## src/rtl/dvp_pattern_tx.sv

```systemverilog
// DVP test-pattern transmitter.
// Generates a DVP-style stream (pixel clock, VSYNC, HREF, 10-bit data)
// from a frame timing FSM and one of four pattern generators.
// Optional build macro: DVP_TX_FRAME_STAMP_EN. When it is defined, pixels 0 and 1
// of line 0 carry the frame counter and its inverse.
//
// state     | meaning
// ----------+----------------------------------------------------------
// ST_IDLE   | no frame; pixel clock parked low; waits for I_en
// ST_VSYNC  | VSYNC_LEN lines with O_vsync high
// ST_VBACK  | V_BACK lines of vertical back porch
// ST_ACTIVE | V_ACTIVE lines; HREF high for the first H_ACTIVE PP of a line
// ST_VFRONT | V_FRONT lines of front porch, then frame_done and back to IDLE
module dvp_pattern_tx #(
    parameter int H_ACTIVE  = 800,
    parameter int H_BLANK   = 64,
    parameter int V_ACTIVE  = 600,
    parameter int VSYNC_LEN = 4,
    parameter int V_BACK    = 8,
    parameter int V_FRONT   = 8
) (
    input  logic       I_clk,
    input  logic       I_rst,
    input  logic       I_en,
    input  logic [1:0] I_mode,
    input  logic [9:0] I_const,
    output logic       O_pixclk,
    output logic       O_vsync,
    output logic       O_href,
    output logic [9:0] O_pixdata,
    output logic       O_busy,
    output logic       O_frame_done
);

    localparam int H_TOTAL = H_ACTIVE + H_BLANK;
    localparam int BAR_W   = H_ACTIVE / 8;

    typedef enum logic [2:0] {
        ST_IDLE,
        ST_VSYNC,
        ST_VBACK,
        ST_ACTIVE,
        ST_VFRONT
    } state_t;

    state_t      state_q,  state_d;
    logic        pixclk_q, pixclk_d;
    logic [12:0] hcnt_q,   hcnt_d;    // pixel position within the line
    logic [10:0] lines_q,  lines_d;   // lines left in the current state (down-counter)
    logic [10:0] y_q,      y_d;
    logic [9:0]  f_q,      f_d;
    logic [1:0]  mode_q,   mode_d;
    logic [9:0]  const_q,  const_d;
    logic        vsync_q,  vsync_d;
    logic        href_q,   href_d;
    logic [9:0]  pix_q,    pix_d;
    logic        busy_q,   busy_d;
    logic        done_q,   done_d;

    function automatic logic [9:0] pattern(input logic [12:0] x, input logic [9:0] y,
                                           input logic [1:0] mode, input logic [9:0] cval,
                                           input logic [9:0] f);
        logic [2:0] bar;
        logic [9:0] p;
        bar = 3'(x / 13'(BAR_W));
        case (mode)
            2'd0:    p = x[9:0] + y + f;
            2'd1:    p = 10'(bar * 10'd146);
            2'd2:    p = cval;
            default: p = (x[3] ^ y[3]) ? 10'h3FF : 10'h000;
        endcase
        return p;
    endfunction

    // Frame timing, parameter latching and next-value computation of the registered outputs.
    // Position only advances on the edge that drives the pixel clock low, so the outputs,
    // which are derived from the next position, only change on that edge.
    always_comb begin
        state_d  = state_q;
        pixclk_d = pixclk_q;
        hcnt_d   = hcnt_q;
        lines_d  = lines_q;
        y_d      = y_q;
        f_d      = f_q;
        mode_d   = mode_q;
        const_d  = const_q;
        done_d   = 1'b0;

        if (state_q == ST_IDLE) begin
            pixclk_d = 1'b0;
            if (I_en) begin
                state_d = ST_VSYNC;
                hcnt_d  = '0;
                lines_d = 11'(VSYNC_LEN - 1);
                y_d     = '0;
                mode_d  = I_mode;
                const_d = I_const;
            end
        end else if (!pixclk_q) begin
            pixclk_d = 1'b1;
        end else begin
            pixclk_d = 1'b0;
            if (hcnt_q != 13'(H_TOTAL - 1)) begin
                hcnt_d = hcnt_q + 13'd1;
            end else begin
                hcnt_d = '0;
                if (lines_q != '0) begin
                    lines_d = lines_q - 11'd1;
                    if (state_q == ST_ACTIVE) y_d = y_q + 11'd1;
                end else begin
                    case (state_q)
                        ST_VSYNC: begin
                            state_d = ST_VBACK;
                            lines_d = 11'(V_BACK - 1);
                        end
                        ST_VBACK: begin
                            state_d = ST_ACTIVE;
                            lines_d = 11'(V_ACTIVE - 1);
                            y_d     = '0;
                        end
                        ST_ACTIVE: begin
                            state_d = ST_VFRONT;
                            lines_d = 11'(V_FRONT - 1);
                        end
                        default: begin
                            state_d = ST_IDLE;
                            done_d  = 1'b1;
                            f_d     = f_q + 10'd1;
                        end
                    endcase
                end
            end
        end

        vsync_d = (state_d == ST_VSYNC);
        busy_d  = (state_d != ST_IDLE);
        href_d  = (state_d == ST_ACTIVE) && (hcnt_d < 13'(H_ACTIVE));
        pix_d   = '0;
        if (href_d) begin
            pix_d = pattern(hcnt_d, y_d[9:0], mode_d, const_d, f_d);
`ifdef DVP_TX_FRAME_STAMP_EN
            if (y_d == '0 && hcnt_d == 13'd0) pix_d = f_d;
            if (y_d == '0 && hcnt_d == 13'd1) pix_d = ~f_d;
`endif
        end
    end

    // State, counters and registered outputs; synchronous reset clears everything.
    always_ff @(posedge I_clk) begin
        if (I_rst) begin
            state_q  <= ST_IDLE;
            pixclk_q <= 1'b0;
            hcnt_q   <= '0;
            lines_q  <= '0;
            y_q      <= '0;
            f_q      <= '0;
            mode_q   <= '0;
            const_q  <= '0;
            vsync_q  <= 1'b0;
            href_q   <= 1'b0;
            pix_q    <= '0;
            busy_q   <= 1'b0;
            done_q   <= 1'b0;
        end else begin
            state_q  <= state_d;
            pixclk_q <= pixclk_d;
            hcnt_q   <= hcnt_d;
            lines_q  <= lines_d;
            y_q      <= y_d;
            f_q      <= f_d;
            mode_q   <= mode_d;
            const_q  <= const_d;
            vsync_q  <= vsync_d;
            href_q   <= href_d;
            pix_q    <= pix_d;
            busy_q   <= busy_d;
            done_q   <= done_d;
        end
    end

    assign O_pixclk     = pixclk_q;
    assign O_vsync      = vsync_q;
    assign O_href       = href_q;
    assign O_pixdata    = pix_q;
    assign O_busy       = busy_q;
    assign O_frame_done = done_q;

endmodule

```

## config.mk

```make
export PLATFORM = sky130hd
export DESIGN_NAME = dvp_pattern_tx
export DESIGN_NICKNAME = d
export VERILOG_FILES = /design/src/rtl/dvp_pattern_tx.sv
export SDC_FILE = /design/constraint.sdc
export NUM_CORES = 1
export LEC_CHECK = 0
export BUFFER_PORTS_ARGS = -buffer_cell sky130_fd_sc_hd__buf_4
export CAP_MARGIN = 20
export CORE_UTILIZATION = 65
export DETAILED_ROUTE_END_ITERATION = 7
export PLACE_DENSITY = 0.88
export SLEW_MARGIN = 20
export SYNTH_ARGS = -nofsm -noshare
export SYNTH_HDL_FRONTEND = slang
export SYNTH_SLANG_ARGS = --single-unit
```

## constraint.sdc

```tcl
create_clock -name I_clk -period 13.71 [get_ports I_clk]
set_clock_uncertainty 0.1 [all_clocks]
set_input_delay 3.4275 -clock I_clk [delete_from_list [all_inputs] [get_ports I_clk]]
set_output_delay 3.4275 -clock I_clk [all_outputs]
set_load 0.05 [all_outputs]
```

# Yosys cells after proc, flatten, opt, wreduce, memory -nomap -nowiden
# Cells that the tools add are included.
# word_totals
out_inout_bits	15
inputBits	15
register_bits	75
word_cells	88
# classes
n_mul	1
n_reduce_logical	15
bitwise_logic	3
n_mux	36
order_cmp	1
n_div	1
eq_ne	11
add_sub_neg	6
# op_table
operator	n
2-to-1 mux 11 bit	12
2-to-1 mux 10 bit	8
2-to-1 mux 13 bit	4
one-hot mux 10 bit (3 select lines)	1
one-hot mux 11 bit (2 select lines)	1
adder 10 bit	2
2-to-1 mux 3 bit	5
adder 13 x 1 -> 13 bit, second input constant	1
divider 13 x 7 -> 13 bit, second input constant	1
less-than comparator 13 x 10 -> 1 bit, second input constant	1
!= test 13 x 10 -> 1 bit, second input constant	1
adder 11 x 1 -> 11 bit, second input constant	1
nonzero test 11 bit	1
subtractor 11 x 1 -> 11 bit, second input constant	1
adder 10 x 1 -> 10 bit, second input constant	1
== test 3 x 2 -> 1 bit, second input constant	3
multiplier 3 x 7 -> 9 bit, second input constant	1
one-hot mux 3 bit (3 select lines)	1
== test 3 x 1 -> 1 bit, second input constant	2
nonzero test 3 bit	2
OR reduction 2 bit	3
AND reduction 5 bit	1
OR reduction 5 bit	1
2-to-1 mux 2 bit	2
other kinds (14)	17

# Longest topological paths before layout
# logic_depth
ltp_word	10
ltp_mapped	26
depth_no_buf	25

# Worst setup path before layout
# Ideal clock, no wire load.
# synth_path
path_type	input to register
start	input port I_en
end	register pix_q[4] (netlist: O_pixdata[4])
path_buffers	2
arrival_time_ps	7617
required_ps	13530
setup_time_ps	80
cell_stages	20
path_slack_ps	5913
path_cell_list	nor4_1 clkbuf_1 nand2_1 o31a_1 and2_1 buf_2 a21oi_1 a22oi_1 or2_4 o31a_1 nor4_4 o211ai_1 a222oi_1 nor2_1 mux2i_2 a21boi_1 a2bb2oi_1 o211ai_2 o21ai_1 a211oi_2
# synth_via
elab_chain_cells	6
elab_cells_between_ends	25
classes_between	2 x add/sub; 1 x mul; 1 x div; 1 x order compare; 3 x eq/ne; 12 x mux; 2 x bitwise; 3 x reduce/logical
# synth_rtl
item	line_no	rtl
from (decl)	24	input logic I_en,
branches (longest 6 deep; another with divider 13 x 7 -> 13 bit)	n/a	
to (signal assigned)	175	pix_q <= pix_d;
to (decl)	56	logic [9:0] pix_q, pix_d;
# Parallel ways; which one is timed is not known. The select of a mux whose other input is x is not followed.
# A chain may end at the register's enable or synchronous reset.

# Worst setup path after layout
# Ends and elaborated chain as after synthesis.

==> qor.txt <==
=================================================================================
Wire length of the first global-routing pass                             23.54 mm
Portion of synthesized cell area occupied by the leading cell type         29.06%
Hold Path Cell Cnt                                                              1
Global route total overflow                                                     0
Complex-gate fraction of the synthesized area                              23.37%
# rows                                                                         31
Starting utilization of the core area                                      68.81%
Root cell of the clock tree                                              clkbuf_8
Number of design rule violations left after detail routing                      0
Via density per instance                                                    6.579
Die boundary height                                                      90.56 um
Area fraction in and, or, nand and nor cells after synthesis               27.61%
Final weighted congestion in routability-driven placement                  0.9409
Yosys warnings                                                                  0
Number of standard cells after synthesis                                      664
Final wirelength                                                         13.98 mm
Utilization after layout                                                   74.60%
Area inside the core boundary                                           7408 um^2
Final Cycle Share                                                          64.40%
Startpoint types                                                       input port
Area contributors post-synth                                         dfxtp_1 (29%), nor2_1 (6.1%), a21oi_1 (5.4%), nand2_1 (4.8%), fa_1 (3.9%)
Number of DRC markers in iteration 0                                          408
Half-perimeter wire length after detailed placement                      10.11 mm
Clk pin slew, worst setup/hold paths                                      0.08 ns
Max Fanout on Critical Path                                                    16
Final Cell Area                                                         5527 um^2
Maximum number of pins on one net before global-route repair                   59
Leakage power                                                            2.229 nW
Count of input and output buffers                                              29
Max Freq                                                                113.3 MHz
Number of detailed-routing iterations run before antenna repair                 7
Synthesized Nets                                                              702
Final hold violation count                                                      0
Final number of max-transition violations                                       0
Area of the die                                                         8200 um^2
Number of synthesized flops with an enable pin                                  0
Start-to-end type of the worst setup path                               in -> reg
Hold slack final                                                        0.3914 ns
Result of the run                                                    finished clean
Mux share of post-synthesis cell area                                      3.878%
Endpoint type of the worst setup path                                   flip-flop
#FFs+latches synth                                                             74
All-layer global routing usage                                             35.31%
Clock latency on the worst-skew pair                                      0.36 ns
Count of antenna-violating nets left after detailed routing                     0
Number of buffers inserted during clock tree synthesis                          9
Post-CTS Setup Bufs                                                             0
Top-level port count                                                           30
Post-layout nets                                                              713
Finish-stage setup viols                                                        0
Post-DR wirelength/cell                                                  17.94 um
Total vias in the final route                                                5125
Crit path arrival time                                                    8.98 ns
Worst Max-Slew Pin Slew                                                  1.020 ns
Setup repair after global routing missed its margin                            no
Sinks on the clock net                                                         74
Post-cts gate resize count                                                      0
Fraction of final layout cells sized beyond drive strength 1               10.74%
Number of antenna violations at the first check in global routing               0
R2R depth                                                                      18
Final antenna diode count                                                       0
Largest family of logic cells by synthesized area                    simple AND/OR/NAND/NOR gates
Worst VDD drop                                                           55.20 uV
Combined area of the multi-input logic cells                            3392 um^2
Synth area leader                                                         dfxtp_1
Avg Cell Area, Syn                                                     7.677 um^2
Area added between synthesis and finish                                    8.419%
Remaining max-slew budget at the tightest pin                              31.94%
Cell count after placement                                                    763
Die extent in x                                                          90.56 um
Quantity of hold-fixing buffers added after cts                                 0
Xor/xnor cell area share of the yosys netlist                              4.467%
H-tree Lvls                                                                     3
Sum Neg Setup Slack                                                          0 ns
CTS tree                                                                      yes
Area of the mapped netlist                                              5097 um^2
Final period demand of the worst path                                    8.830 ns
Hold crit path type                                                    reg -> reg
Maximum buffer depth of the clock tree                                          2
Worst Path Required                                                      13.86 ns
Placed standard-cell area                                               5339 um^2
Finished Layout Cells                                                         779
Count of fill cells added during filler insertion                             560
Max-Cap Viols                                                                   0
Number of global-route vias before repair                                    4922
Number of library cell types mapped by synthesis                               78
Portion of the post-synthesis area used by sequential elements             29.06%
Storage element area                                                    1481 um^2
Synthesized-area fraction occupied by adder cells                          7.118%
Power per cell area                                                  82.29 nW/um^2
Flip-flop cell with the highest count after synthesis                     dfxtp_1
Synth async-reset ratio                                                        0%
=================================================================================
[power by group]
part | total (mW) | switching (mW) | internal (mW) | leakage [nW]
Sequential | 0.226 | 0.00481 | 0.221 | 0.600
Combinational | 0.0663 | 0.0422 | 0.0241 | 1.54
Clock | 0.163 | 0.0905 | 0.0722 | 0.0891
Total | 0.455 | 0.137 | 0.317 | 2.23
[through the flow]
step | setup slack (ns) | power, mW
6_report | 4.880 | 0.4548
5_1_grt | 4.464 | 0.4714
4_1_cts | 5.018 | 0.4549
3_5_place_dp | 4.690 | 0.2954
3_3_place_gp | 5.070 | 0.2928
2_1_floorplan | 5.913 | 0.2769
[state kept, by name (all words and copies together) (netlist names)]
name          count
O_busy            1
hcnt_q           13
f_q              10
O_frame_done      1
state_q           3
mode_q            2
y_q              10
O_vsync           1
O_pixdata        10
O_pixclk          1
lines_q          11
const_q          10
O_href            1
[final cells by class]
class	count	area share, %
clock buffers	10	2.490
clock inverters	6	0.9056
inverters	27	1.834
multi-input cells	531	61.38
flip-flops and latches	74	26.81
well taps	99	2.241
repair buffers	32	4.347
[cell families after synthesis]
family / after synthesis
flip-flops: 74
AND/OR/NAND/NOR: 284
buffers and inverters: 59
adder cells (fa/ha/maj): 23
XOR/XNOR: 26
AO/OA/AOI/OAI: 179
multiplexers: 19
[path summary, 6_finish.rpt]
kind / from / slack (ns) / to
worst min register to register: lines_q[10] / 0.39 / lines_q[10]
worst max-delay path: I_en / 4.88 / O_pixdata[4]
worst min-delay path: lines_q[10] / 0.39 / lines_q[10]
worst max register to register: state_q[2] / 6.88 / O_pixdata[4]
[Yosys cell counts (3+ instances only)]
cell type / count
nor2_1: 83
dfxtp_1: 74
nand2_1: 65
a21oi_1: 55
o21ai_0: 29
clkbuf_1: 27
inv_1: 25
nand3_1: 23
nor3_1: 23
o211ai_1: 16
mux2i_1: 15
xnor2_1: 14
ha_1: 13
nor4_1: 13
xor2_1: 12
and2_1: 11
nor2b_1: 11
fa_1: 10
nand4_1: 10
or3_1: 8
a211oi_1: 7
a21o_1: 7
and3_1: 7
a31oi_1: 5
nand2b_1: 5
o31a_1: 5
o31ai_1: 5
a22oi_1: 4
a32oi_1: 4
o21a_1: 4
or2_2: 4
or4_1: 4
a21boi_1: 3
buf_2: 3
mux2_2: 3
nor3b_1: 3
o22ai_1: 3
[metal layers]
layer | track usage [%] | part of all wire [%] | vias to the layer above
met4 | 13.71 | 2.7 | 0
met5 | 0 | 0 | -
met1 | 45.48 | 41 | 2386
met2 | 58.21 | 48 | 264
li1 | - | - | 2428
met3 | 6.818 | 8.6 | 47
[cells in the final DEF, fill, tap and decap left out, types with 3 or more instances in the layout]
cell,n
nor2_1,83
dfxtp_1,74
nand2_1,65
a21oi_1,55
buf_4,32
o21ai_0,29
inv_1,25
nand3_1,23
nor3_1,22
o211ai_1,16
mux2i_1,15
xnor2_1,14
nor4_1,13
ha_1,13
xor2_1,12
nor2b_1,11
and2_1,11
nand4_1,10
fa_1,10
clkbuf_8,10
or3_1,8
and3_1,7
a21o_1,7
a211oi_1,7
o31ai_1,5
nand2b_1,5
o31a_1,5
a31oi_1,5
or4_1,4
or2_2,4
a22oi_1,4
a32oi_1,4
o21a_1,4
nor3b_1,3
mux2_2,3
o22ai_1,3
a21boi_1,3
clkinv_4,3
[worst max-delay path: stages]
cell and delay [ns]:
buf_4 0.08, inv_1 0.09, nor2_2 0.80, a21oi_1 0.32
and2_0 0.39, o211ai_1 0.23, a22oi_1 0.11, or2_4 0.29
o21ai_0 0.15, a21boi_1 0.63, o211ai_1 0.19, a222oi_1 0.76
o211ai_1 0.25, and2_1 0.25, a211oi_1 0.30, a32oi_1 0.14
o211ai_2 0.19, o21ai_1 0.10, a211oi_2 0.28
Power figures use the tool's default switching activity.
